`config.mk`:
```
export PLATFORM = sky130hd
export DESIGN_NAME = ram_dump_tx_flat
export DESIGN_NICKNAME = d
export VERILOG_FILES = /design/src/rtl/ram_dump_tx_if.sv /design/src/rtl/ram_dump_tx.sv /design/src/flat_wrapper.sv
export SDC_FILE = /design/constraint.sdc
export NUM_CORES = 1
export LEC_CHECK = 0
export BUFFER_PORTS_ARGS = -buffer_cell sky130_fd_sc_hd__buf_2
export CORE_ASPECT_RATIO = 0.75
export CORE_MARGIN = 4
export CORE_UTILIZATION = 45
export DETAILED_ROUTE_END_ITERATION = 6
export PLACE_DENSITY = 0.69
export SETUP_SLACK_MARGIN = 0.15
export SLEW_MARGIN = 30
export SYNTH_ARGS = -nofsm -noshare
export SYNTH_HDL_FRONTEND = slang
export SYNTH_SLANG_ARGS = --single-unit
```
`constraint.sdc`:
```
create_clock -name clk -period 1.7 [get_ports clk]
set_input_delay 0.255 -clock clk [delete_from_list [all_inputs] [get_ports clk]]
set_output_delay 0.255 -clock clk [all_outputs]
set_load 0.03 [all_outputs]
```
`src/rtl/ram_dump_tx_if.sv`:
```
//==============================================================================
// Module  : ram_dump_tx_if
// Brief   : Control, RAM read port and serial line bundle for ram_dump_tx.
// Revision: 1.0
//==============================================================================
`default_nettype none

interface ram_dump_tx_if #(
    parameter int WIDTH = 16,
    parameter int DEPTH = 256
);
    localparam int ADDR_W = $clog2(DEPTH);

    logic              start;
    logic [ADDR_W-1:0] last_addr;
    logic [ADDR_W-1:0] mem_addr;
    logic [WIDTH-1:0]  mem_data;
    logic              uart_tx;
    logic              busy;
    logic              done;

    modport master (
        output start, last_addr, mem_data,
        input  mem_addr, uart_tx, busy, done
    );

    modport slave (
        input  start, last_addr, mem_data,
        output mem_addr, uart_tx, busy, done
    );
endinterface

`default_nettype wire

```
`src/rtl/ram_dump_tx.sv`:
```
//==============================================================================
// Module  : ram_dump_tx
// Brief   : Streams RAM words 0..last_addr out of an 8N1 UART, high byte first.
// Revision: 1.0
//==============================================================================
`default_nettype none

module ram_dump_tx #(
    parameter int WIDTH        = 16,
    parameter int DEPTH        = 256,
    parameter int CLKS_PER_BIT = 234
) (
    input  logic          clk,
    input  logic          rst,
    ram_dump_tx_if.slave  bus
);
    localparam int ADDR_W = $clog2(DEPTH);
    localparam int BAUD_W = $clog2(CLKS_PER_BIT);

    typedef enum logic [2:0] {
        S_IDLE   = 3'd0,
        S_FETCH  = 3'd1,
        S_WAIT   = 3'd2,
        S_START  = 3'd3,
        S_DATA   = 3'd4,
        S_STOP   = 3'd5,
        S_FINISH = 3'd6
    } state_t;

    state_t            r_state;
    state_t            w_next;
    logic [BAUD_W-1:0] r_baud;
    logic [2:0]        r_bit;
    logic [WIDTH-1:0]  r_word;
    logic              r_hi;
    logic [ADDR_W-1:0] r_addr;
    logic [ADDR_W-1:0] r_last;
    logic              r_tx;
    logic              r_busy;
    logic              r_done;
    logic              w_tx;
    logic              w_baud_end;
    logic              w_accept;
    logic [7:0]        w_byte;

    assign w_baud_end = (r_baud == BAUD_W'(CLKS_PER_BIT - 1));
    // busy is still high in the cycle after done, so a held start waits one more cycle
    assign w_accept   = (r_state == S_IDLE) && bus.start && !r_busy;
    assign w_byte     = r_hi ? r_word[WIDTH-1 -: 8] : r_word[7:0];

    assign bus.mem_addr = r_addr;
    assign bus.uart_tx  = r_tx;
    assign bus.busy     = r_busy;
    assign bus.done     = r_done;

    always_ff @(posedge clk) begin
        if (rst) r_state <= S_IDLE;
        else     r_state <= w_next;
    end

    always_comb begin
        w_next = r_state;
        w_tx   = 1'b1;
        case (r_state)
            S_IDLE:   if (w_accept) w_next = S_FETCH;
            S_FETCH:  w_next = S_WAIT;
            S_WAIT:   w_next = S_START;
            S_START: begin
                w_tx = 1'b0;
                if (w_baud_end) w_next = S_DATA;
            end
            S_DATA: begin
                w_tx = w_byte[r_bit];
                if (w_baud_end && (r_bit == 3'd7)) w_next = S_STOP;
            end
            S_STOP: begin
                if (w_baud_end) begin
                    if (r_hi)                 w_next = S_START;
                    else if (r_addr == r_last) w_next = S_FINISH;
                    else                      w_next = S_FETCH;
                end
            end
            S_FINISH: w_next = S_IDLE;
            default:  w_next = S_IDLE;
        endcase
    end

    // The line and done are registered copies of the state decode, one cycle behind the FSM
    always_ff @(posedge clk) begin
        if (rst) begin
            r_tx   <= 1'b1;
            r_busy <= 1'b0;
            r_done <= 1'b0;
            r_addr <= '0;
            r_last <= '0;
            r_baud <= '0;
            r_bit  <= '0;
            r_word <= '0;
            r_hi   <= 1'b0;
        end else begin
            r_tx   <= w_tx;
            r_done <= (r_state == S_FINISH);
            if (r_done) r_busy <= 1'b0;

            if ((r_state == S_START) || (r_state == S_DATA) || (r_state == S_STOP))
                r_baud <= w_baud_end ? '0 : r_baud + 1'b1;
            else
                r_baud <= '0;

            case (r_state)
                S_IDLE: begin
                    if (w_accept) begin
                        r_last <= bus.last_addr;
                        r_addr <= '0;
                        r_busy <= 1'b1;
                    end
                end
                S_WAIT: begin
                    r_word <= bus.mem_data;
                    r_hi   <= 1'b1;
                    r_bit  <= '0;
                end
                S_DATA: begin
                    if (w_baud_end) r_bit <= r_bit + 3'd1;
                end
                S_STOP: begin
                    if (w_baud_end) begin
                        if (r_hi)                  r_hi   <= 1'b0;
                        else if (r_addr != r_last) r_addr <= r_addr + 1'b1;
                    end
                end
                default: ;
            endcase
        end
    end
endmodule

`default_nettype wire

```
`src/flat_wrapper.sv`:
```
// flat-port wrapper written by rule: the top's interface ports become plain ports
module ram_dump_tx_flat 
#(
    parameter int WIDTH        = 16,
    parameter int DEPTH        = 256,
    parameter int CLKS_PER_BIT = 234
)
  (clk, rst, bus_start, bus_last_addr, bus_mem_data, bus_mem_addr, bus_uart_tx, bus_busy, bus_done);
  ram_dump_tx_if #(.WIDTH(WIDTH), .DEPTH(DEPTH)) bus_i ();
  input  logic clk;
  input  logic rst;
  input wire logic [$bits(bus_i.start)-1:0] bus_start;
  input wire logic [$bits(bus_i.last_addr)-1:0] bus_last_addr;
  input wire logic [$bits(bus_i.mem_data)-1:0] bus_mem_data;
  output wire logic [$bits(bus_i.mem_addr)-1:0] bus_mem_addr;
  output wire logic [$bits(bus_i.uart_tx)-1:0] bus_uart_tx;
  output wire logic [$bits(bus_i.busy)-1:0] bus_busy;
  output wire logic [$bits(bus_i.done)-1:0] bus_done;
  assign bus_i.start = bus_start;
  assign bus_i.last_addr = bus_last_addr;
  assign bus_i.mem_data = bus_mem_data;
  assign bus_mem_addr = bus_i.mem_addr;
  assign bus_uart_tx = bus_i.uart_tx;
  assign bus_busy = bus_i.busy;
  assign bus_done = bus_i.done;
  ram_dump_tx #(.WIDTH(WIDTH), .DEPTH(DEPTH), .CLKS_PER_BIT(CLKS_PER_BIT)) u_core (.clk(clk), .rst(rst), .bus(bus_i));
endmodule
```
-- After elaboration in Yosys (flattened, before gate mapping)
Index checks and enable logic that the tools add are counted.
- register bits after elaboration: 50
- output and inout port bits: 11
- add/sub/neg operators: 3
- order comparisons: 1
- equal/unequal tests: 17
- muxes and demuxes: 23
- bitwise logic cells: 1
- reduce and logical (&&, ||, !) cells: 16
- operators by type and width (operator ; count):
    2-to-1 mux 8 bit ; 5
    2-to-1 mux 3 bit ; 7
    case mux 3 bit (6 select lines) ; 1
    adder 8 x 1 -> 8 bit (second input constant) ; 2
    case mux 8 bit (2 select lines) ; 1
    equality test 3 bit (second input constant) ; 4
    inequality test 2 x 1 -> 1 bit (second input constant) ; 5
    equality test 8 bit ; 1
    equality test 8 bit (second input constant) ; 1
    inequality test 8 bit ; 1
    equality test 3 x 2 -> 1 bit (second input constant) ; 2
    case mux 3 bit (2 select lines) ; 1
    AND reduction 2 bit ; 3
    nonzero test 2 bit ; 3
    2-to-1 mux 1 bit ; 5
    AND reduction 5 bit ; 1
    less-than comparator 3 x 4 -> 1 bit (second input constant) ; 1
    inequality test 2 bit (second input constant) ; 2
    case mux 1 bit (2 select lines) ; 2
    AND reduction 4 bit ; 1
    adder 3 x 1 -> 3 bit (second input constant) ; 1
    binary-select mux 1 bit (select 3 bit) ; 1
    equality test 3 x 1 -> 1 bit (second input constant) ; 1
    logical AND 1 bit ; 3
    5 further kinds ; 6

-- Longest topological paths before layout
- depth in word-level cells: 5
- depth in mapped cells: 9
- mapped depth without buffers: 8

-- Least setup slack after synthesis
No wires, ideal clock.
- path type: register -> register
- start point: register u_core.r_baud[0]
- end point: register u_core.r_addr[6], in the netlist u_core.bus.mem_addr[6]
- setup time: 70 ps
- arrival: 1793 ps
- required time: 1630 ps
- path slack: -163 ps
- cell stages (with the launch flop): 9
- period minus slack after synthesis: 1863 ps
- path through: dfxtp_1 ha_1 nand3_1 nor4_4 a21oi_2 a21o_1 buf_6 or3_1 a21oi_1
- word-level cells in the longest chain between the ends: 3
- RTL lines (what ; line ; source):
    start: declaration ; ram_dump_tx.sv:32 ; logic [BAUD_W-1:0] r_baud;
    start signal: assignment ; ram_dump_tx.sv:106 ; r_baud <= w_baud_end ? '0 : r_baud + 1'b1;
    equality test 8 bit ; ram_dump_tx.sv:46 ; assign w_baud_end = (r_baud == BAUD_W'(CLKS_PER_BIT - 1));
    inequality test 2 x 1 -> 1 bit (no source line) ; -- ;
    AND reduction 5 bit (no source line) ; -- ;
    end signal: assignment ; ram_dump_tx.sv:129 ; else if (r_addr != r_last) r_addr <= r_addr + 1'b1;
    end: declaration ; ram_dump_tx.sv:36 ; logic [ADDR_W-1:0] r_addr;
No other way between the ends.
A chain may end at the register's enable or synchronous reset.

-- Worst setup path in the final report
- start point: register u_core.r_baud[1]
- end point: register u_core.r_addr[6], in the netlist u_core.bus.mem_addr[6]
Same word-level chain as after synthesis.

==> results.txt <==
number of synthesized register bits: 50
Final Power: 2.79 mW
Final WS setup: 0.0218 ns
htree depth: 2
sequential-to-total area share from yosys stat: 44.1%
Die ar.: 6260 um^2
top-count cell post-synth: dfxtp_1
R2R cell count: 8
Clock Skew: 0.0133 ns
VDD IR-drop max: 0.000566 V
GR Overflow Total: 0
DR pass1 iterations: 4
register area: 1020 um^2
DRT Wirelength: 5280 um
max-cap viol count: 0
Rows: 22
Area after DPL: 2670 um^2
die width: 90.0 um
TritonCTS buffer count: 5
PwrDens: 923 nW/um^2
Worst EP required: 1.94 ns
Setup CP Type: reg2reg
Worst Path Arrival: 1.92 ns
non-filler cells, final: 383
synth top area cells: dfxtp_1 44%, nand2_1 6.9%, a21oi_1 6.8%
fillers: 413
Synth Warn #: 0
largest net degree at the start of global routing: 27
WHS Endpoint: u_core.r_word[14]
Initial Util: 46.6%
Pins Over Slew Limit: 0
Total GRT Usage: 16.0%
clock transition at the registers of the reported paths: 0.10 ns
post-synth top area cell: dfxtp_1
global-route wire length before repair: 8270 um
GP Congestion: 0.794
Worst R2R Start: u_core.r_baud[1]
antenna diode count: 0
Critical Path Start Type: flip-flop
DR WL/cell: 13.8 um
Post-synth EDFFs: 0
Setup TNS Final: 0 ns
synth cell count leaders: 50 x dfxtp_1, 42 x nand2_1, 31 x a21oi_1
Mapped Area: 2270 um^2
via count: 2009
Final Setup Violations: 0
DR DRC count: 0
Iter 0 DRT Violations: 102
status: finished clean
Vias/cell: 5.25
CTS root buffer: clkbuf_8
setup slack, reg-to-reg: 0.02 ns
NumNets Final: 354
hold path depth: 3
area of the multi-input gates: 1360 um^2
Worst-Margin Slew: 0.327 ns
post-route ant nets: 0
Yosys top cell area share: 44.1%
Top FF cell, synth: dfxtp_1
post-synth cell types: 40
vias in the first global route: 1825
layout cell share with drive strength beyond 1: 39.9%
I/O pin total: 38
Avg Synthesized Cell Area: 8.73 um^2
core area: 4870 um^2
Worst Hold Class: in2reg
Max Fanout on Critical Path: 5
Tcrit/Tclk final: 98.7%
CTS sink count: 50
placed cell count: 365
worst setup path startpoint: u_core.r_baud[1]
Syn Inst Count: 260
chip height: 69.5 um
CTS max path bufs: 2
synthesis-to-finish area growth: 33.0%
Net Count, Synth: 292
Leakage: 1.17 nW
Peak Freq: 596 MHz
Async S/R FF share, synth: 0%
CTS tree: built
post-detail-place hpwl: 3510 um
R2R Path End: u_core.bus.mem_addr[6]
design area: 3020 um^2
Fin. Hold Viols: 0
Crit. End Element: flip-flop
Clk Latency, worst-skew pair: 0.30 ns
IO buf count: 37
Final min period: 1.68 ns
Worst slew margin: 77.9%
Setup WS pre-CTS: -0.0107 ns
initial antenna violation count: 0
RSZ-0062 raised after global routing: yes
Hold Crit Start: bus_mem_data[14]
==> logic make-up (layout without fill, tap and decap cells) <==
logic type / after synthesis / after routing / synth area share, %
simple gates: 110 / 110 / 23.6
compound gates: 50 / 51 / 12.6
flops: 50 / 50 / 44.1
buf+inv: 17 / 79 / 3.20
xor+xnor: 14 / 14 / 5.40
mux: 14 / 14 / 8.38
fa+ha+maj: 5 / 5 / 2.76
==> critical path, cell delays in order (launching register included) <==
cell and delay, ns:
dfxtp_2 0.34, inv_2 0.06, ha_4 0.12, nand3_4 0.07, nor4_4 0.18, a21oi_2 0.12
a21o_4 0.22, or3_4 0.37, a21oi_2 0.15
==> worst max path at each step <==
stage | to | slack, ns
after global routing | u_core.bus.mem_addr[5] | -0.08
after detailed placement | u_core.bus.mem_addr[6] | -0.01
after CTS | u_core.bus.mem_addr[6] | 0.003
after global placement | u_core.bus.mem_addr[6] | 0.03
after floorplan | u_core.bus.mem_addr[6] | -0.12
final | u_core.bus.mem_addr[6] | 0.02
==> area by class of cell <==
| type | count | share of cell area, % |
|---|---|---|
| Multi-Input combinational cell | 194 | 45.2 |
| Sequential cell | 50 | 34.0 |
| Timing Repair Buffer | 67 | 13.8 |
| Clock buffer | 6 | 2.74 |
| Tap cell | 60 | 2.49 |
| Clock inverter | 2 | 1.29 |
| Inverter | 4 | 0.498 |
==> per-layer routing <==
| metal | share of wire [%] | wire, um | up-vias | GRT usage, % |
|---|---|---|---|---|
| met1 | 52 | 2740 | 930 | 23.7 |
| met3 | 4.1 | 218 | 4 | 3.47 |
| li1 | - | - | 1029 | - |
| met5 | 0 | 0 | - | 0 |
| met4 | 0.68 | 36 | 0 | 4.07 |
| met2 | 43 | 2290 | 46 | 23.6 |
==> placed cells by master (no fill, tap or decap), types with 2 or more instances in the layout <==
cell type,n
nor2_1,17
buf_6,2
or2_2,2
o22a_1,2
dfxtp_2,7
or3_4,3
buf_2,37
ha_2,2
or3_1,5
ha_1,2
buf_4,28
clkbuf_8,6
nand2_1,40
mux4_2,4
and3_1,5
a21oi_2,7
nand2_2,3
nand4_1,4
dfxtp_4,4
a21oi_1,25
nor2_2,6
nand3b_1,2
xnor2_1,10
xnor2_2,2
o21ai_0,6
o21ai_1,3
nand2b_1,2
nand3_1,8
xor2_1,2
mux2i_1,10
dfxtp_1,39
inv_1,3
==> flip-flops by register name (all words and copies together), names as in the netlist <==
register,count
u_core.r_state,3
u_core.r_hi,1
u_core.bus.done,1
u_core.bus.mem_addr,8
u_core.bus.busy,1
u_core.r_bit,3
u_core.r_word,16
u_core.bus.uart_tx,1
u_core.r_baud,8
u_core.r_last,8
==> metrics by stage <==
stage          utilization (%)  hold slack [ns]
2_1_floorplan                -            0.391
3_3_place_gp              54.8            0.439
3_5_place_dp              54.8            0.445
4_1_cts                   58.4            0.173
5_1_grt                   61.9            0.177
6_report                  61.9            0.179
==> what timing repair did <==
item                                    4_1_cts  5_1_grt
endpoints found under the hold margin         0        0
endpoints found under the setup margin       12       23
setup buffers                                 5        4
resized for setup                             6       40
gates cloned                                  0        1
pin swaps                                     4       20
hold buffers                                  0        0
==> where the power goes <==
| group | internal, mW | total (mW) | switching (mW) |
|---|---|---|---|
| sequential | 1.25 | 1.30 | 0.0547 |
| clock | 0.484 | 0.887 | 0.402 |
| combinational | 0.275 | 0.599 | 0.324 |
Power figures use the tool's default switching activity.
